===== config.mk =====
export PLATFORM = sky130hd
export DESIGN_NAME = moore_seq_det
export DESIGN_NICKNAME = d
export VERILOG_FILES = /design/src/rtl/seq_det_pkg.sv /design/src/rtl/seq_det_hit_cnt.sv /design/src/rtl/moore_seq_det.sv
export SDC_FILE = /design/constraint.sdc
export NUM_CORES = 1
export LEC_CHECK = 0
export BUFFER_PORTS_ARGS = -buffer_cell sky130_fd_sc_hd__buf_2
export CELL_PAD_IN_SITES_DETAIL_PLACEMENT = 1
export CELL_PAD_IN_SITES_GLOBAL_PLACEMENT = 2
export CORE_AREA = 8 8 45 47
export CTS_CLUSTER_SIZE = 16
export DETAILED_ROUTE_END_ITERATION = 10
export DIE_AREA = 0 0 53 55
export GPL_TIMING_DRIVEN = 1
export PLACE_DENSITY = 0.78
export SYNTH_ARGS = -nofsm -noshare
export SYNTH_HDL_FRONTEND = slang
export SYNTH_SLANG_ARGS = --single-unit

===== constraint.sdc =====
create_clock -name clk -period 2 [get_ports clk]
set_input_delay 0.2 -clock clk [delete_from_list [all_inputs] [get_ports clk]]
set_output_delay 0.2 -clock clk [all_outputs]
set_load 0.02 [all_outputs]

===== src/rtl/seq_det_pkg.sv =====
// Shared elaboration-time helpers for the parametrised Moore sequence detector.
// All functions are evaluated as constants when the next-state table is built;
// none of them end up as runtime logic.
package seq_det_pkg;

    // Longest pattern the helpers support. Patterns are zero-extended to this width.
    localparam int MAX_PAT_W = 16;

    // DETECT state index for the default 4-bit pattern.
    localparam int DEF_DETECT_IDX = 4;

    // Number of bits needed to encode states S0..S(PAT_W-1) plus DETECT.
    function automatic int state_w(input int pat_w);
        return $clog2(pat_w + 1);
    endfunction

    // DETECT sits one index past the last partial-match state.
    function automatic int detect_idx(input int pat_w);
        return pat_w;
    endfunction

    // KMP-style successor of state Sk on input bit b.
    // The matched prefix (k bits) is followed by b. The result is the longest
    // suffix of that string that is also a pattern prefix. k must be < pat_w.
    function automatic int next_state(input int k, input logic b,
                                      input logic [MAX_PAT_W-1:0] pat, input int pat_w);
        logic [MAX_PAT_W:0] s;
        int                 res;
        bit                 ok;
        s   = '0;
        res = 0;
        // s[i] is the i-th received bit, oldest first
        for (int i = 0; i < MAX_PAT_W; i++)
            if (i < k) s[i] = pat[pat_w-1-i];
        s[k] = b;
        // ascending scan keeps the longest matching length
        for (int j = 1; j <= MAX_PAT_W; j++) begin
            if (j <= k + 1 && j <= pat_w) begin
                ok = 1'b1;
                for (int m = 0; m < MAX_PAT_W; m++)
                    if (m < j && s[k+1-j+m] != pat[pat_w-1-m]) ok = 1'b0;
                if (ok) res = j;
            end
        end
        return res;
    endfunction

    // Longest proper border: longest j < pat_w whose j-bit prefix equals its j-bit suffix.
    function automatic int border(input logic [MAX_PAT_W-1:0] pat, input int pat_w);
        int res;
        bit ok;
        res = 0;
        for (int j = 1; j < MAX_PAT_W; j++) begin
            if (j < pat_w) begin
                ok = 1'b1;
                for (int m = 0; m < MAX_PAT_W; m++)
                    if (m < j && pat[pat_w-1-m] != pat[j-1-m]) ok = 1'b0;
                if (ok) res = j;
            end
        end
        return res;
    endfunction

endpackage


===== src/rtl/seq_det_hit_cnt.sv =====
// Saturating detection counter with synchronous clear (clear beats increment).
module seq_det_hit_cnt #(
    parameter int CNT_W = 8
) (
    input  logic             clk,
    input  logic             reset_n,
    input  logic             clr,
    input  logic             inc,
    output logic [CNT_W-1:0] cnt
);

    logic [CNT_W-1:0] cnt_q, cnt_d;

    // next count: clear first, then increment unless already all-ones
    always_comb begin
        cnt_d = cnt_q;
        if (clr)
            cnt_d = '0;
        else if (inc && (cnt_q != {CNT_W{1'b1}}))
            cnt_d = cnt_q + CNT_W'(1);
    end

    // count register
    always_ff @(posedge clk or negedge reset_n) begin
        if (!reset_n) cnt_q <= '0;
        else          cnt_q <= cnt_d;
    end

    assign cnt = cnt_q;

endmodule


===== src/rtl/moore_seq_det.sv =====
// Parametrised Moore sequence detector on a qualified serial bit stream.
// State Sk = k leading pattern bits matched; index PAT_W is DETECT, which
// drives out. Mismatches fall back KMP-style to the longest surviving prefix.
// Leaving DETECT restarts from S0 (OVERLAP=0) or from the pattern border (OVERLAP=1).
// The next-state table is built from constant functions at elaboration.
// Supported PAT_W range is 2..16.
// Optional macro SEQ_DET_CNT_EN: builds the saturating hit counter behind det_cnt;
// without it det_cnt reads 0 and cnt_clr is ignored.
module moore_seq_det
    import seq_det_pkg::*;
#(
    parameter int               PAT_W   = 4,
    parameter logic [PAT_W-1:0] PATTERN = 4'b1101,
    parameter int               OVERLAP = 0,
    parameter int               CNT_W   = 8
) (
    input  logic             clk,
    input  logic             reset_n,
    input  logic             in,
    input  logic             in_valid,
    input  logic             cnt_clr,
    output logic             out,
    output logic [CNT_W-1:0] det_cnt
);

    localparam int                     SW      = state_w(PAT_W);
    localparam logic [MAX_PAT_W-1:0]   PAT_EXT = MAX_PAT_W'(PATTERN);
    localparam int                     BORDER  = border(PAT_EXT, PAT_W);
    localparam logic [SW-1:0]          DET     = SW'(detect_idx(PAT_W));

    // ns_tab[state][bit] -> successor state; the DETECT row folds in the overlap choice
    logic [PAT_W:0][1:0][SW-1:0] ns_tab;

    for (genvar gk = 0; gk <= PAT_W; gk++) begin : g_row
        for (genvar gb = 0; gb < 2; gb++) begin : g_bit
            localparam int KEFF = (gk == PAT_W) ? ((OVERLAP != 0) ? BORDER : 0) : gk;
            localparam int NS   = next_state(KEFF, 1'(gb), PAT_EXT, PAT_W);
            assign ns_tab[gk][gb] = SW'(NS);
        end
    end

    logic [SW-1:0] state_q, state_d;
    logic          hit;

    // next state: illegal codes recover to S0, stalls hold, valid bits walk the table
    always_comb begin
        state_d = state_q;
        hit     = 1'b0;
        if (state_q > DET) begin
            state_d = '0;
        end else if (in_valid) begin
            state_d = ns_tab[state_q][in];
            hit     = (ns_tab[state_q][in] == DET);
        end
    end

    // state register
    always_ff @(posedge clk or negedge reset_n) begin
        if (!reset_n) state_q <= '0;
        else          state_q <= state_d;
    end

    // Moore output: pure decode of the state register
    assign out = (state_q == DET);

`ifdef SEQ_DET_CNT_EN
    seq_det_hit_cnt #(
        .CNT_W (CNT_W)
    ) u_hit_cnt (
        .clk     (clk),
        .reset_n (reset_n),
        .clr     (cnt_clr),
        .inc     (hit),
        .cnt     (det_cnt)
    );
`else
    // counter not built: det_cnt is constant and the clear/hit strobes go nowhere
    logic unused_cnt_inputs;
    assign unused_cnt_inputs = cnt_clr ^ hit;
    assign det_cnt           = '0;
`endif

endmodule

**After elaboration in Yosys (flattened, before gate mapping)**

Memory sizes are Yosys's and may differ from the RTL's.
Index checks and enable logic that the tools add are counted.

- Register bits after elaboration: 3
- Memories kept: 1
- Output and inout bits: 9
- Memory bits (read-only): 48
- Logic and storage cells: 12
- Bits of input ports: 5

- Reduce and logical (&&, ||, !) cells: 1
- $lt $le $gt $ge: 3
- Equality and inequality tests: 1
- Mux-type cells: 5

Memory list:

| memory | words | width | rd ports | clocked after memory_dff | wr ports | line | source |
|---|---|---|---|---|---|---|---|
| (name not given) | 8 | 6 | 1 | 0 | 0 | moore_seq_det.sv:53 | `hit = (ns_tab[state_q][in] == DET);` |

Operator list:

| operator | number |
|---|---|
| 3-bit 2-to-1 mux | 4 |
| 6-bit 2-to-1 mux | 1 |
| 3-bit by 4-bit less-than comparator with 1-bit output (second input constant) | 1 |
| 3-bit == test (second input constant) | 1 |
| 3-bit > comparator (second input constant) | 1 |
| 1-bit by 2-bit less-than comparator with 1-bit output (second input constant) | 1 |
| 2-bit nonzero test | 1 |

**Logic depth before layout (Yosys ltp)**

- Depth in word-level cells: 6
- Gate-level depth with buffers: 4
- Gate-level depth less buffers: 4

**Worst setup path after synthesis**

Ideal clock, no wire load.

- Path kind: register -> register
- Start point: register state_q[0]
- End point: register state_q[0]
- Library setup time: 0.124 ns
- Data required time: 1.876 ns
- Clock period less this slack: 1.109 ns
- Cell stages (with the launch flop): 5
- Slack: 0.891 ns
- Buffers on the path: 0
- Arrival: 0.985 ns
- Cell sequence: dfrtp_1 -> inv_1 -> ha_1 -> nor4bb_1 -> a211o_1

- Longest elaborated chain between the ends: 6
- Elaborated cells on any way between the ends: 8
- Those cells by class: 1 x order compare; 5 x mux; 1 x reduce/logical; 1 x memory

RTL lines:

| item | line | source |
|---|---|---|
| start, declared | moore_seq_det.sv:42 | `logic [SW-1:0] state_q, state_d;` |
| start signal, assigned | moore_seq_det.sv:60 | `else state_q <= state_d;` |
| memory read 8 x 6 bit | -- |  |
| 6-bit 2-to-1 mux | -- |  |
| 3-bit 2-to-1 mux (2 in series) | -- |  |
| 3-bit 2-to-1 mux | moore_seq_det.sv:51 | `end else if (in_valid) begin` |
| 3-bit 2-to-1 mux | moore_seq_det.sv:49 | `if (state_q > DET) begin` |

Parallel ways exist; a longest one is shown, timed or not. The select of a mux whose other input is x is not followed.
A chain may end at the register's enable or synchronous reset.

**Worst setup path in the final report**

- Start point: register state_q[0]
- End point: output out

- Longest elaborated chain between the ends: 1

RTL lines:

| item | line | source |
|---|---|---|
| 3-bit == test | moore_seq_det.sv:64 | `assign out = (state_q == DET);` |
| end, declared | moore_seq_det.sv:22 | `output logic out,` |

No other way between the ends.

==> flow_metrics.env <==
export IMPL_syn2layout_area_growth_pct=15.5
export IMPL_fin_cells=53
export IMPL_worstSetupStartpointType="register"
export IMPL_antenna_found_initial=0
export IMPL_stdcell_area_um2=318
export IMPL_gr_usage_all_layers=0.0427
export IMPL_dpl_cell_area_um2=282
export IMPL_cp_max_fo=4
export IMPL_outcome="finished, final reports clean"
export IMPL_min_to="state_q[1]$_DFFE_PN0P_"
export IMPL_reg2regPathDepth=4
export IMPL_grt_pass1_vias=208
export IMPL_core_area_um2=1380
export IMPL_dp_cells=48
export IMPL_maxSlewViolCount=0
export IMPL_synth_area_leader_cell="dfrtp_1"
export IMPL_cts_made_buffers=3
export IMPL_layout_nets=46
export IMPL_pre_cts_slack_ns=0.789
export IMPL_ys_top_cells_by_area="dfrtp_1, buf_4, ha_1"
export IMPL_p_leak_nw=0.179
export IMPL_cts_tree="built"
export IMPL_fin_setup_tns_ns=0
export IMPL_drc=0
export IMPL_combinationalPowerShare=0.388
export IMPL_rsz0062_at_grt="false"
export IMPL_holdPathStages=2
export IMPL_cp_end_kind="output port"
export IMPL_irDropWorstVdd_mv=0.350
export IMPL_seqPwrFrac=0.302
export IMPL_worstSetupStartpoint="state_q[0]$_DFFE_PN0P_"
export IMPL_clock_path_buffers=2
export IMPL_skew_ns=0.0000947
export IMPL_ys_seq_area_frac=0.273
export IMPL_fmax_mhz=709
export IMPL_syn_area_per_cell_um2=9.49
export IMPL_regToRegSetupSlack_ns=0.80
export IMPL_whs_ns=0.263
export IMPL_power_total_mw=0.334
export IMPL_dr_first_iter_drc_count=1
export IMPL_synth_top_family_by_area="buffers and inverters"
export IMPL_synth_cell_types=15
export IMPL_diodes=0
export IMPL_n_fill_cell=165
export IMPL_final_hold_viol_count=0
export IMPL_yosysWarnings=0
export IMPL_die_x_um=53
export IMPL_maxCapViolations=0
export IMPL_top_regs="state_q x3"
export IMPL_hp_start="in_valid"
export IMPL_post_drt_via_cell_ratio=3.57
export IMPL_largest_register="state_q"
export IMPL_drtPass1Iterations=2
export IMPL_min_period_ns=1.41
export IMPL_die_area_um2=2920
export IMPL_post_route_util=0.230
export IMPL_min_path_type="in2reg"
export IMPL_post_route_period_util=0.705
export IMPL_detail_route_wl_per_cell_um=10.1
export IMPL_grt_overflow_total=0
export IMPL_yosys_area_share_simple=0.141
export IMPL_clk_latency_ns=0.23
export IMPL_muxShareOfSynthArea=0.0909
export IMPL_critPathKind="reg2out"
export IMPL_synthesis_area_um2=275
export IMPL_port_buffers=4
export IMPL_dp_hpwl_um=457
export IMPL_seq_area_um2=75.1
export IMPL_rows=14
export IMPL_die_h_um=55
export IMPL_start_util=0.199
export IMPL_synth_cells=29
export IMPL_multi_input_area_um2=155
export IMPL_cts_sinks=3
export IMPL_gp_congestion=0.782
export IMPL_clockPowerShare=0.309
export IMPL_cts_max_level=1
export IMPL_vias=189
export IMPL_power_density_nw_per_um2=1050
export IMPL_largest_reg_flops=3
export IMPL_internal_power_mw=0.216
export IMPL_crit_required_ns=1.80
export IMPL_sw_frac_of_total=0.353
export IMPL_grt_pass1_wl_um=862
export IMPL_synth_top_area_share=0.273
export IMPL_drive_above_1_share=0.216
export IMPL_synth_compound_area_share=0.0864
export IMPL_cp_arrival_ns=1.21
export IMPL_worstReg2RegStart="state_q[0]$_DFFE_PN0P_"
export IMPL_ys_seq_elements=3
export IMPL_fin_ws_ns=0.590
export IMPL_io_pins=14
export IMPL_grt_max_degree=7
export IMPL_drtAntennaViolNets=0
export IMPL_synthAdderAreaFrac=0.136
export IMPL_setup_viol=0
export IMPL_reg2reg_to="state_q[0]$_DFFE_PN0P_"
export IMPL_clk_pin_slew_ns=0.04
export IMPL_synth_xor_area_frac=0
export IMPL_root_buffer="clkbuf_4"
export IMPL_switchingPower_mw=0.118
export IMPL_wl_um=536
## area by class of cell
cell class | instances | share of cell area
inverters | 3 | 0.0354
clock buffers | 4 | 0.0827
flip-flops and latches | 3 | 0.236
repair buffers | 5 | 0.0945
multi-input cells | 22 | 0.488
well taps | 16 | 0.0630
## Yosys cell counts
library cell / number
buf_4: 8
dfrtp_1: 3
ha_1: 3
inv_1: 3
nand2_1: 2
a211o_1: 1
conb_1: 1
mux2_4: 1
mux2i_1: 1
nor2b_1: 1
nor3b_1: 1
nor4bb_1: 1
o22ai_1: 1
o32ai_1: 1
or2b_1: 1
## critical path, stage by stage, from the launching register on
cell     delay [ns]
dfrtp_1        0.40
inv_1          0.10
ha_1           0.20
nand2_1        0.08
inv_1          0.05
buf_2          0.15
## metal layers
metal / wire, um / global-route usage
met2: 239 / 0.0547
met1: 222 / 0.0473
met5: 0 / 0
met3: 74 / 0.0187
met4: 0 / 0.0517
## power groups by stage
stage,Sequential [mW],Clock (mW),Combinational [mW]
3_5_place_dp,0.102,0,0.131
5_1_grt,0.107,0.117,0.149
3_3_place_gp,0.101,0,0.125
2_1_floorplan,0.0962,0,0.112
4_1_cts,0.101,0.109,0.133
6_report,0.101,0.103,0.130
## placed cells by master (no fill, tap or decap)
master         instances
dlygate4sd3_1          1
nor4bb_1               1
a211o_1                1
clkbuf_1               1
inv_1                  3
mux2_4                 1
nor3b_1                1
or2b_1                 1
nor2b_1                1
conb_1                 8
dfrtp_1                3
clkbuf_4               3
o22ai_1                1
mux2i_1                1
ha_1                   3
buf_2                  4
o32ai_1                1
nand2_1                2
## cell families (layout without fill, tap and decap cells)
family	count (synthesis)	in the layout
multiplexers	2	2
AO/OA/AOI/OAI	3	3
other	1	8
AND/OR/NAND/NOR	6	6
adder cells (fa/ha/maj)	3	3
buffers and inverters	11	12
flip-flops	3	3
## how the worst max path moves through the flow
stage	endpoint	slack [ns]	cells after the start
floorplan	state_q[0]$_DFFE_PN0P_	0.89	4
global placement	state_q[0]$_DFFE_PN0P_	0.81	4
detailed placement	state_q[0]$_DFFE_PN0P_	0.79	4
CTS	out	0.56	5
global route	out	0.45	5
finish	out	0.59	5
## what timing repair did
| item | in CTS | in global routing |
|---|---|---|
| endpoints found under the hold margin | 3 | 0 |
| hold buffers | 1 | 0 |
| setup buffers | 0 | 0 |
| resized for setup | 0 | 0 |
(Power assumes the default switching activity.)
